===== src/rtl/mult_eval_sequencer.sv =====
// rtl/mult_eval_sequencer.sv - stimulus/check sequencer that scores a combinational multiplier candidate
// Drives operand pairs, waits a settle time, compares the product against a golden value, keeps stats.
module mult_eval_sequencer #(
   parameter int          WIDTH         = 2,
   parameter int          NUM_VECTORS   = 20,
   parameter int          SETTLE_CYCLES = 1,
   parameter logic [15:0] LFSR_SEED     = 16'hACE1
) (
   input  logic                 clk,
   input  logic                 rst_n,
   input  logic                 start,
   input  logic                 mode,
   input  logic                 abort,
   output logic [WIDTH-1:0]     mult_a,
   output logic [WIDTH-1:0]     mult_b,
   input  logic [2*WIDTH-1:0]   mult_p,
   output logic                 busy,
   output logic                 done,
   output logic                 pass,
   output logic [15:0]          vec_count,
   output logic [15:0]          err_count,
   output logic [WIDTH-1:0]     fail_a,
   output logic [WIDTH-1:0]     fail_b,
   output logic [2*WIDTH-1:0]   fail_p,
   output logic                 fail_valid
);

   localparam int          PW          = 2 * WIDTH;
   localparam logic [15:0] SEED        = (LFSR_SEED == 16'h0000) ? 16'h0001 : LFSR_SEED;
   localparam logic [15:0] EXH_LAST    = 16'((32'd1 << PW) - 32'd1);
   localparam logic [15:0] RND_LAST    = 16'(NUM_VECTORS - 1);
   localparam logic [3:0]  SETTLE_LAST = (SETTLE_CYCLES > 0) ? 4'(SETTLE_CYCLES - 1) : 4'd0;

   typedef enum logic [2:0] {
      S_IDLE,
      S_APPLY,
      S_SETTLE,
      S_CHECK,
      S_DONE
   } state_t;

   state_t           state;
   logic             mode_r;
   logic [15:0]      lfsr;
   logic [15:0]      idx;
   logic [3:0]       settle_cnt;
   logic [PW-1:0]    expected;

   logic [WIDTH-1:0] vec_a;
   logic [WIDTH-1:0] vec_b;
   logic [PW-1:0]    golden;
   logic [15:0]      lfsr_next;
   logic             is_last;
   logic             mismatch;

   // Exhaustive mode walks the index; random mode takes operands straight from the LFSR.
   assign vec_a     = mode_r ? idx[WIDTH-1:0]  : lfsr[WIDTH-1:0];
   assign vec_b     = mode_r ? idx[PW-1:WIDTH] : lfsr[PW-1:WIDTH];
   assign golden    = PW'(vec_a) * PW'(vec_b);
   assign lfsr_next = {lfsr[14:0], lfsr[15] ^ lfsr[13] ^ lfsr[12] ^ lfsr[10]};
   assign is_last   = (idx == (mode_r ? EXH_LAST : RND_LAST));
   assign mismatch  = (mult_p != expected);
   assign pass      = done && (err_count == 16'h0000);

   always_ff @(posedge clk or negedge rst_n) begin
      if (!rst_n) begin
         state      <= S_IDLE;
         mode_r     <= 1'b0;
         lfsr       <= SEED;
         idx        <= 16'h0000;
         settle_cnt <= 4'd0;
         expected   <= '0;
         mult_a     <= '0;
         mult_b     <= '0;
         busy       <= 1'b0;
         done       <= 1'b0;
         vec_count  <= 16'h0000;
         err_count  <= 16'h0000;
         fail_a     <= '0;
         fail_b     <= '0;
         fail_p     <= '0;
         fail_valid <= 1'b0;
      end else begin
         case (state)
            S_IDLE, S_DONE: begin
               if (start) begin
                  state      <= S_APPLY;
                  busy       <= 1'b1;
                  done       <= 1'b0;
                  mode_r     <= mode;
                  lfsr       <= SEED;
                  idx        <= 16'h0000;
                  vec_count  <= 16'h0000;
                  err_count  <= 16'h0000;
                  fail_a     <= '0;
                  fail_b     <= '0;
                  fail_p     <= '0;
                  fail_valid <= 1'b0;
               end
            end
            S_APPLY: begin
               if (abort) begin
                  state <= S_IDLE;
                  busy  <= 1'b0;
               end else begin
                  mult_a   <= vec_a;
                  mult_b   <= vec_b;
                  expected <= golden;
                  if (SETTLE_CYCLES > 0) begin
                     settle_cnt <= SETTLE_LAST;
                     state      <= S_SETTLE;
                  end else begin
                     state <= S_CHECK;
                  end
               end
            end
            S_SETTLE: begin
               if (abort) begin
                  state <= S_IDLE;
                  busy  <= 1'b0;
               end else if (settle_cnt == 4'd0) begin
                  state <= S_CHECK;
               end else begin
                  settle_cnt <= settle_cnt - 4'd1;
               end
            end
            S_CHECK: begin
               if (abort) begin
                  state <= S_IDLE;
                  busy  <= 1'b0;
               end else begin
                  vec_count <= vec_count + 16'd1;
                  if (mismatch) begin
                     if (err_count != 16'hFFFF)
                        err_count <= err_count + 16'd1;
                     // Only the first failing vector is kept for debug.
                     if (!fail_valid) begin
                        fail_a     <= mult_a;
                        fail_b     <= mult_b;
                        fail_p     <= mult_p;
                        fail_valid <= 1'b1;
                     end
                  end
                  lfsr <= lfsr_next;
                  idx  <= idx + 16'd1;
                  if (is_last) begin
                     state <= S_DONE;
                     busy  <= 1'b0;
                     done  <= 1'b1;
                  end else begin
                     state <= S_APPLY;
                  end
               end
            end
            default: begin
               state <= S_IDLE;
               busy  <= 1'b0;
               done  <= 1'b0;
            end
         endcase
      end
   end

endmodule


===== config.mk =====
export PLATFORM = sky130hd
export DESIGN_NAME = mult_eval_sequencer
export DESIGN_NICKNAME = d
export VERILOG_FILES = /design/src/rtl/mult_eval_sequencer.sv
export SDC_FILE = /design/constraint.sdc
export NUM_CORES = 1
export LEC_CHECK = 0
export CAP_MARGIN = 20
export CORE_MARGIN = 5
export CORE_UTILIZATION = 26
export DETAILED_ROUTE_END_ITERATION = 10
export PLACE_DENSITY = 0.47
export SYNTH_ARGS = -nofsm -noshare
export SYNTH_HDL_FRONTEND = slang
export SYNTH_SLANG_ARGS = --single-unit

===== constraint.sdc =====
create_clock -name clk -period 2.2 [get_ports clk]
set_clock_uncertainty 0.15 [all_clocks]
set_input_delay 0.33 -clock clk [delete_from_list [all_inputs] [get_ports clk]]
set_output_delay 0.33 -clock clk [all_outputs]
set_load 0.01 [all_outputs]

==> results.md, run 1 <==
- Worst path bufs/invs: 2
- Post-route antenna net violation count: 0
- GPL Wtd Cong: between 0.8 and 0.9
- P&R area growth vs syn: 34.3%
- Status: finished clean
- Post-synthesis cell area: 0.00453 mm^2
- Final Hold Viols: 0
- DIE HEIGHT: about 140 um
- Placed cells: 795
- Yosys warnings: 0
- Fmax: between 0.4 and 0.5 GHz
- Fin crit period: 2.10 ns
- WS Path Type: register to primary output
- Worst vdd ir: 404 uV
- CTS tree: done
- Largest area contributor in the netlist: dfrtp_1
- Seq/Total Area, Yosys: 0.504
- Vias in the first global route: 3,928
- Average size of a mapped cell: ~9.3 um^2
- Starting density of the core: 0.264
- Synth area leaders: dfrtp_1 46%, nand2_1 7.5%, dfstp_2 4.6%
- Cts bufs inserted: 9
- Final Max Slew Viols: 0
- Ant diodes: 0
- Top cell type's share of synthesized area: 0.458
- Most used DFF post-synth: dfrtp_1
- Pre-antenna DRT Iters: 4
- EDFF count, synth: 0
- Commonest cells in the netlist: 91 x nand2_1, 83 x dfrtp_1, 46 x nor2_1, 36 x o21ai_0, 26 x nand3_1
- Grt total ovfl: 0
- Min Hold Slack: 0.309 ns
- Top-count cell post-synth: nand2_1
- Layout cells sized above 1: 0.168
- Post-Synthesis Cells: 488
- Initial antenna violation count: 0
- Min-delay worst type: register to register
- Largest net degree at the start of global routing: 37
- CTS max path bufs: 2
- FP Rows: 48
- Area occupied by multi-input gates: 0.00218 mm^2
- Die Area: 0.0202 mm^2
- H-tree depth: 3
- Port Buffers: 56
- R2R setup slack: 0.12 ns
- Crit start category: register
- Die Width: 142 um
- Mapped Nets: 504
- Final cell count without fillers: between 800 and 900
- CP cell instances: buf_4 -> nor4_4 -> and4_1 -> clkdlybuf4s15_1
- Routed WL: between 10 and 15 mm
- DR vias/cell: ~4.8
- Register area: approximately 0.0023 mm^2
- Core ar.: 0.0172 mm^2
- Max cap viols: 0
- DRC violations left: 0
- Number of synthesized register bits: 91
- Clock Sinks: 91
- WP data required: 1.72 ns
- Critical Path AT: about 1.6 ns
- WHS Path Cells: 2
- First-pass GRT wire length: 20.2 mm
- Worst-skew pair later-pin latency: 0.34 ns
- Clk root buf: clkbuf_16
- Detailed Route Iter0 Violations: slightly above 200
- CP Max Fanout: 6
- Slowest stage delay, CP: 0.40 ns
- Worst-margin pin slew: 0.510 ns
- # nets final: 601
- Setup crit end kind: primary output
- P per Cell Area: 938 mW/mm^2
- Setup-failing EPs final: 0
- Vias: 3,883
- Post-DP HPWL: 8.46 mm
- CP top delay family: simple AND/OR/NAND/NOR gates
- Unique masters post-synth: 53
- Design Power: about 5.7 mW
- CP max-delay cell: dfrtp_1
- Wire length per cell: 14.7 um
- Worst-path clk slew: about 0.07 ns
- Crit. path cell count: 4
- Count of cells along the worst register-to-register path: 7
- Slew HR: 0.660
- Leakage: ~2.6 nW
- Ports: 57
- RSZ-0062 raised after global routing: false
- Asr flop ratio synth: 1.00
- Filler cells: 1,783
- Final Cycle Share: 0.955
- Gr usage total: 0.124
==> metrics by stage <==
stage / TNS [ns] / cell area, um^2 / setup WS [ns] / utilization
CTS: 0 / 6060 / 0.0277 / 0.353
finish: 0 / 6090 / 0.0983 / 0.355
floorplan: 0 / 4530 / 0.231 / -
global route: 0 / 6090 / 0.00108 / 0.355
global placement: -4.98 / 5680 / -0.193 / 0.331
detailed placement: -6.17 / 5680 / -0.222 / 0.331
==> power by group <==
part / leakage (nW) / internal (mW) / switching (mW)
Sequential: 1.21 / 2.02 / 0.301
Combinational: 1.24 / 0.802 / 0.903
Clock: 0.148 / 1.00 / 0.681
==> tightest hold or removal path, delay by kind of cell (launching register included) <==
kind,cells,cell delay (ns)
AND/OR/NAND/NOR,2,0.09
flip-flops,1,0.37
==> cells in the final DEF, fill, tap and decap left out, types with 3 or more instances in the layout <==
cell,instances
a21oi_1,16
a21oi_2,3
a32o_1,3
and3_1,5
and4_1,4
buf_4,53
clkbuf_16,9
clkdlybuf4s50_1,54
clkinvlp_4,3
dfrtp_1,81
dfstp_2,8
ha_1,7
inv_1,9
mux2_2,4
mux2i_1,4
nand2_1,91
nand2b_1,3
nand3_1,26
nand4_1,12
nor2_1,46
nor2b_1,6
nor3_1,5
nor4_1,7
o21ai_0,36
o2bb2ai_1,3
o31ai_1,5
or3_1,6
or4_1,4
xnor2_1,12
xor2_1,24
==> cell type report <==
class                           instances  area share
Clock buffer                            9      0.0370
Clock inverter                          7      0.0164
Timing Repair Buffer                  110       0.161
Inverter                                9     0.00555
Multi-Input combinational cell        364       0.358
Sequential cell                        91       0.376
Tap cell                              225      0.0462
==> logic make-up (layout without fill, tap and decap cells) <==
group,count (synthesis),in the layout,share of synthesized area
compound gates,81,82,0.112
xor+xnor,36,36,0.0695
fa+ha+maj,7,7,0.0193
buf+inv,34,135,0.0312
flops,91,91,0.504
mux,8,8,0.0188
simple gates,231,231,0.244
==> path summary, 6_finish.rpt <==
kind                               start             to
min in group asynchronous          rst_n  vec_count[13]
max reg2reg                err_count[11]   err_count[3]
min reg2reg                      lfsr[6]        lfsr[7]
max in group asynchronous          rst_n       lfsr[13]
min                              lfsr[6]        lfsr[7]
max                         err_count[7]           pass
==> registers in the layout (all words and copies together) (netlist names) <==
name,flops
fail_valid,1
fail_b,2
fail_a,2
fail_p,4
done,1
idx,16
mult_a,2
expected,4
mult_b,2
settle_cnt,4
state,3
err_count,16
busy,1
mode_r,1
lfsr,16
vec_count,16
==> routing by layer <==
layer	GRT usage	share of wire	up-vias	wire (um)
li1	-	-	1893	-
met1	0.171	0.50	1895	5980
met2	0.192	0.45	78	5340
met4	0.0343	0.012	0	146
met5	0	0	-	0
met3	0.0326	0.044	17	532
==> what timing repair did <==
action,in CTS,in global routing
setup endpoints to repair,1,14
cloned,0,1
endpoints found under the hold margin,31,0
setup buffers,2,0
gates resized for setup,6,5
pin swaps,1,1
hold buffers,1,0
Power figures use the tool's default switching activity.
==> inputs of run 2 (changes only) <==
Settings changed: PLACE_DENSITY 0.47 to default, RECOVER_POWER from default to 100.
==> results.md, run 2 (same netlist as run 1, synthesis figures left out) <==
- Most frequent cells in the layout: 91 x nand2_1, 81 x dfrtp_1, 48 x dlygate4sd3_1 (was 91 x nand2_1, 81 x dfrtp_1, 54 x clkdlybuf4s50_1)
- Commonest non-fill, non-tap cell in the layout: nand2_1 (unchanged)
- Pint: 3.52 mW (was 3.82 mW)
- Setup crit end kind: primary output (unchanged)
- Core ar.: 0.0172 mm^2 (unchanged)
- Fin crit period: 2.10 ns (about the same)
- Vias in the first global route: 3,963 (was 3,928)
- Pre-antenna DRT Iters: 5 (was 4)
- Slowest stage delay, CP: 0.38 ns (was 0.40 ns)
- Worst path bufs/invs: 2 (unchanged)
- Post-route antenna net violation count: 0 (unchanged)
- Ports: 57 (unchanged)
- Clock Sinks: 91 (unchanged)
- Vias: 3,921 (was 3,883)
- Max cap viols: 0 (unchanged)
- First-pass GRT wire length: 19.7 mm (was 20.2 mm)
- Slew HR: 0.331 (was 0.660)
- CP max-delay cell: dfrtp_1 (unchanged)
- Cts bufs inserted: 9 (unchanged)
- Worst-margin pin slew: 1.00 ns (was 0.510 ns)
- Wire length per cell: 14.4 um (was 14.7 um)
- Comb pwr share: 0.294 (was 0.299)
- DR vias/cell: 4.82 (was 4.76)
- Clk root buf: clkbuf_16 (unchanged)
- Worst-skew pair later-pin latency: 0.35 ns (was 0.34 ns)
- Die Width: 142 um (unchanged)
- Worst vdd ir: 608 uV (was 404 uV)
- Ant diodes: 0 (unchanged)
- Worst-path clk slew: 0.07 ns (about the same)
- Critical Path AT: 1.62 ns (about the same)
- Setup-failing EPs final: 0 (unchanged)
- Final Max Slew Viols: 0 (unchanged)
- Clock share of power: 0.274 (was 0.295)
- Final Core Density: 0.348 (was 0.355)
- CP cell instances: buf_4 -> nor4_2 -> and4_1 -> dlygate4sd2_1 (was buf_4 -> nor4_4 -> and4_1 -> clkdlybuf4s15_1)
- Status: finished clean (unchanged)
- Final Cycle Share: 0.956 (was 0.955)
- Largest net degree at the start of global routing: 42 (was 37)
- Post-DP HPWL: 8.33 mm (was 8.46 mm)
- FP Rows: 48 (unchanged)
- Final Hold Viols: 0 (unchanged)
- Sw frac: 0.346 (was 0.330)
- Min Hold Slack: 0.307 ns (was 0.309 ns)
- Routed WL: 11.7 mm (was 12.0 mm)
- Switching pwr: 1.86 mW (was 1.89 mW)
- WP data required: 1.72 ns (about the same)
- Crit start category: register (unchanged)
- Port Buffers: 56 (unchanged)
- Reg power frac: 0.432 (was 0.406)
- Fmax: 0.476 GHz (about the same)
- # nets final: 599 (was 601)
- DIE HEIGHT: 142 um (unchanged)
- WS Path Type: register to primary output (unchanged)
- Leakage: 2.69 nW (was 2.60 nW)
- Layout cells sized above 1: 0.151 (was 0.168)
- CTS tree: done (unchanged)
- Detailed Route Iter0 Violations: 198 (was 202)
- CP top delay family: simple AND/OR/NAND/NOR gates (unchanged)
- P&R area growth vs syn: 31.8% (was 34.3%)
- CTS max path bufs: 2 (unchanged)
- Initial antenna violation count: 0 (unchanged)
- Min-delay worst type: register to register (unchanged)
- GPL Wtd Cong: 0.866 (was 0.805)
- P per Cell Area: 900 mW/mm^2 (was 938 mW/mm^2)
- Grt total ovfl: 0 (unchanged)
- Die Area: 0.0202 mm^2 (unchanged)
- Filler cells: 1,775 (was 1,783)
- H-tree depth: 3 (unchanged)
- CP Max Fanout: 3 (was 6)
- DRC violations left: 0 (unchanged)
- Gr usage total: 0.119 (was 0.124)
- Starting density of the core: 0.264 (unchanged)
## run 2: cell types whose count changed in the layout (fill, tap and decap cells not counted), sizes merged
cell and delta:
clkdlybuf4s50 -47, dlygate4sd3 +47, clkbuf +17, buf -16, bufinv -2, a21oi -1
clkdlybuf4s15 -1, clkinvlp -1, dlygate4sd2 +1, inv +1
## run 2: metrics by stage
step,instance area [um^2],setup TNS (ns),instances,setup WS (ns),total power [mW]
finish,5980,0,813,0.0978,5.38
floorplan,4530,0,488,0.231,3.20
detailed placement,5650,-5.59,791,-0.251,3.99
global placement,5650,-3.80,791,-0.172,3.91
CTS,5970,0,810,0.0278,5.50
global route,5980,-0.000869,813,-0.000869,5.70
## run 2: repair_timing
item,4_1_cts,5_1_grt
pin swaps,0,2
endpoints found under the setup margin,1,23
hold buffers,1,0
hold endpoints to repair,35,0
cloned,0,0
resized for setup,3,7
buffers inserted,2,3
## run 2: cell type report
cell class,instances,area [um^2],area share
clock inverters,5,37.5,0.00628
clock buffers,11,243,0.0406
inverters,9,33.8,0.00565
multi-input cells,363,2160,0.362
repair buffers,109,928,0.155
flip-flops and latches,91,2290,0.383
well taps,225,282,0.0471
## run 2: per-layer routing
metal | up-vias | track usage | routed length, um
li1 | 1894 | - | -
met1 | 1935 | 0.164 | 5760
met2 | 81 | 0.185 | 5250
met3 | 11 | 0.0366 | 555
met4 | 0 | 0.0283 | 147
met5 | - | 0 | 0
## run 2: power by group through the flow
stage	Clock, mW	Combinational, mW	Sequential [mW]
2_1_floorplan	0	0.910	2.29
3_3_place_gp	0	1.58	2.33
3_5_place_dp	0	1.63	2.36
4_1_cts	1.51	1.66	2.32
5_1_grt	1.56	1.76	2.38
6_report	1.47	1.58	2.33
## run 2: worst paths after layout
path / start / to / slack, ns / cells past startpoint
worst max-delay path: err_count[11] / pass / 0.1 / 4
worst min-delay path: lfsr[6] / lfsr[7] / 0.31 / 2
worst max register to register: err_count[0] / err_count[10] / 0.1 / 8
worst min register to register: lfsr[6] / lfsr[7] / 0.31 / 2
max in group asynchronous: rst_n / state[0] / 0.39 / 3
min in group asynchronous: rst_n / err_count[11] / 0.55 / 2
## run 2: worst register-to-register path, stage by stage, from the launching register on
cell     delay [ns]
dfrtp_1        0.38
buf_4          0.15
ha_1           0.21
nand4_1        0.11
or4_4          0.17
a21oi_4        0.06
buf_4          0.16
or4_1          0.50
a21oi_1        0.14
==> variant 1, RTL diff (flow settings as in run 1) <==
Re-encode `state_t` (5 states) as one-hot, 5 bits wide.
--- a/src/rtl/mult_eval_sequencer.sv
+++ b/src/rtl/mult_eval_sequencer.sv
@@ -31,12 +31,12 @@
    localparam logic [15:0] RND_LAST    = 16'(NUM_VECTORS - 1);
    localparam logic [3:0]  SETTLE_LAST = (SETTLE_CYCLES > 0) ? 4'(SETTLE_CYCLES - 1) : 4'd0;
 
-   typedef enum logic [2:0] {
-      S_IDLE,
-      S_APPLY,
-      S_SETTLE,
-      S_CHECK,
-      S_DONE
+   typedef enum logic [4:0] {
+      S_IDLE   = 5'b00001,
+      S_APPLY  = 5'b00010,
+      S_SETTLE = 5'b00100,
+      S_CHECK  = 5'b01000,
+      S_DONE   = 5'b10000
    } state_t;
 
    state_t           state;
Function: no difference found for any inputs over 10 cycles, from zero or initial values and one cycle with rst_n low; not proved beyond that.
==> variant 1 against run 1 <==
- the run now ends with setup timing left
- sequential power down 20%
- hold slack better by 6.8 ps
- die area rose by 6.0%
- highest routed layer unchanged
- wire length grew 8.4%
- worst setup slack lost 150 ps
- critical path depth rose by 4
- total power decreased by 20%
- core utilization up 0.94 points
- sequential cell count grew 2
- clock power is 5% higher
- final area grew 8.4%
- area after synthesis grew 6.5%
- largest cell class is now multi-input combinational cells
==> variant 1: results (changes against run 1) <==
- The flow ran to the end, but the final reports show violations.
- The part of the total power dissipated in the clock network is 38.4% (+8.9 points).
- The post-cts gate resize count was 12 (+6).
- The detailed router's first-iteration violation count was 180 (-11%).
- The met2 track utilization from global routing is 18.50% (-0.66 points).
- Sorting the synthesized cells by how often they occur yields 84 x dfrtp_1, 84 x nand2_1, 49 x nor2_1.
- The critical path starts at err_count[0].
- The final weighted congestion in routability-driven placement is 0.8078 (+0.31%).
- The final reports fail on setup timing.
- The worst-case vdd ir drop is 0.3869 mV (-4.3%).
- The first-pass GRT wire length was 21,450 um (+6.1%).
- The data arrival at the endpoint of the critical path is 2380 ps (+760 ps).
- The power drawn by the sequential cells is 1.86 mW (-20%).
- The mean instance size in the synthesized netlist is 9.470 um2 (+1.9%).
- The slack of the critical path was -52.83 ps (-151.1 ps).
- The wire length on met2 is 5761 um (+7.9%).
- The switching component of the power is 1.334 mW (-29%).
- The worst-path maximum fanout is 7 (+1).
- The setup violation total in the final timing report is 1 (+1).
- The net count of the mapped netlist is 527 (+4.6%).
- The length of the first detailed-routing pass in iterations came to 5 (+1).
- The met3 routed wirelength is 592 um (+11%).
- The minimum setup slack after placement is -213.7 ps (+8.455 ps).
- The net count of the finished layout is 641 (+6.7%).
- The estimated wirelength of the detail-placed design came to 9454 um (+12%).
- The met3 layer usage reported by global route is 3.347% (+0.087 points).
- The wire length per cell is 15.15 um (+2.9%).
- The global-route met1 utilization is 17.12% (about the same).
- The sequential area share after synthesis is 48.42% (-2.0 points).
- The number of cells after detailed placement is 835 (+5.0%).
- The vias after detailed routing came to 4,171 (+7.4%).
## variant 1: worst min-delay path by stage
stage	endpoint	depth (start not counted)	slack (ps)	startpoint
after floorplan	busy	0	-120	rst_n
after global placement	fail_b[0]	1	170	rst_n
after detailed placement	fail_b[0]	1	170	rst_n
after CTS	fail_b[0]	2	320	rst_n
after global routing	lfsr[8]	2	350	lfsr[8]
final	fail_b[0]	2	320	rst_n
## variant 1: layout make-up
class,count,share of cell area [%]
multi-input cells,383,36.93
clock inverters,4,1.175
repair buffers,126,17.60
clock buffers,12,3.884
flip-flops and latches,93,35.45
inverters,11,0.6252
well taps,229,4.339
## variant 1: cell families after synthesis
family / share of synthesized area (%)
AO/OA/AOI/OAI: 13.81
XOR/XNOR: 5.440
adder cells (fa/ha/maj): 2.073
buffers and inverters: 3.290
flip-flops: 48.42
multiplexers: 1.244
AND/OR/NAND/NOR: 25.73
==> variant 2, RTL diff (config.mk and constraints of run 1) <==
Made on the original files. Change the parameter `WIDTH` from 2 to 4.
--- a/src/rtl/mult_eval_sequencer.sv
+++ b/src/rtl/mult_eval_sequencer.sv
@@ -1,7 +1,7 @@
 // rtl/mult_eval_sequencer.sv - stimulus/check sequencer that scores a combinational multiplier candidate
 // Drives operand pairs, waits a settle time, compares the product against a golden value, keeps stats.
 module mult_eval_sequencer #(
-   parameter int          WIDTH         = 2,
+   parameter int          WIDTH         = 4,
    parameter int          NUM_VECTORS   = 20,
    parameter int          SETTLE_CYCLES = 1,
    parameter logic [15:0] LFSR_SEED     = 16'hACE1
Interface: changed (6 resized); port bits go from 57 to 73. No check against the original RTL was run, so the function may have changed too.
==> variant 2 against run 1 <==
- the run now ends with setup timing left
- first-iteration DRC count rose by 10%
- global-route usage rose by 0.35 points
- final area is 31% higher
- area after synthesis increased by 29%
- total power grew 30%
- wire length is 33% higher
- sequential cell count increased by 16
- hold slack improved by 6.3 ps
- worst setup slack lost 1100 ps
- critical path type is now reg2reg
- largest power group is now combinational cells
- highest routed layer unchanged
==> variant 2: results (changes against run 1) <==
- The proportion of total power due to net switching came to 35.75% (+2.7 points).
- The number of cells after detailed placement is 1,025 (+29%).
- The number of sinks driven by the clock tree came to 107 (+18%).
- The run finished, with violations left.
- The gate family responsible for the most delay along the worst path is adder cells.
- The peak per-stage delay on the critical path is 570 ps (+170 ps).
- The post-CTS repair timing setup buffer count is 1 (-1).
- The final reports fail on setup timing.
- The remaining max-slew budget at the tightest pin was 65.05% (-0.95 points).
- In the post-synthesis netlist, the biggest area contributors are dfrtp_1 42%, nand2_1 6.0%, o21ai_0 4.6%.
- The worst reg-to-reg path cell count is 11 (+4).
- The standard cell with the maximum stage delay on the critical path is fa_1.
- The vias after detailed routing is 5,036 (+30%).
- The slack of the critical path is -1024 ps (-1123 ps).
- The insertion delay of the later-clocked pin in the worst-skew pair came to 360 ps (+20 ps).
- The data arrival at the endpoint of the critical path is 3370 ps (+1750 ps).
- The endpoint of the most critical register-to-register path is expected[7].
- The standard cell area after detailed placement came to 0.007478 mm2 (+32%).
- The reg-to-reg startpoint is lfsr[5].
- The non-clock buffer count in the final layout came to 169 (+54%).
- The area occupied by multi-input gates is 0.003020 mm2 (+38%).
- The register area is 0.002690 mm2 (+17%).
- The worst setup path is of the reg2reg kind.
- The worst slack on hold paths was 315.7 ps (+6.284 ps).
- The switching component of the power came to 2.647 mW (+40%).
- The setup violation total in the final timing report is 5 (+5).
- The post-synthesis mux area share is 0.8578% (-1.0 points).
- The first-pass GRT wire length is 26,920 um (+33%).
- The netlist area before placement is 0.005834 mm2 (+29%).
- The largest net degree at the start of global routing is 68 (+84%).
- The sum of negative setup slack is -4282 ps (-4282 ps).
- The final weighted congestion in routability-driven placement is 0.8539 (+6.0%).
## variant 2: changes by cell type in the layout (fill, tap and decap cells not counted), sizes merged, moves of 16 or more
cell / before / now
nand3: 26 / 42
buf: 54 / 98
clkdlybuf4s50: 54 / 70
o21ai: 37 / 54
inv: 10 / 28
dfrtp: 83 / 99
## variant 2: per-layer routing
metal / vias up / track usage, % / wire, um
met4: 0 / 2.972 / 212
met3: 15 / 3.608 / 691
met1: 2465 / 17.38 / 7781
li1: 2466 / - / -
met2: 90 / 20.05 / 7279
met5: - / 0 / 0
## variant 2: cells by family (layout without fill, tap and decap cells)
family | count (synthesis) | after routing
and+or+nand+nor | 252 | 252
buffers and inverters | 68 | 211
AOI/OAI and AO/OA | 126 | 126
xor gates and xnor gates | 42 | 42
DFF | 107 | 107
adders and majority gates | 22 | 22
muxes | 5 | 5
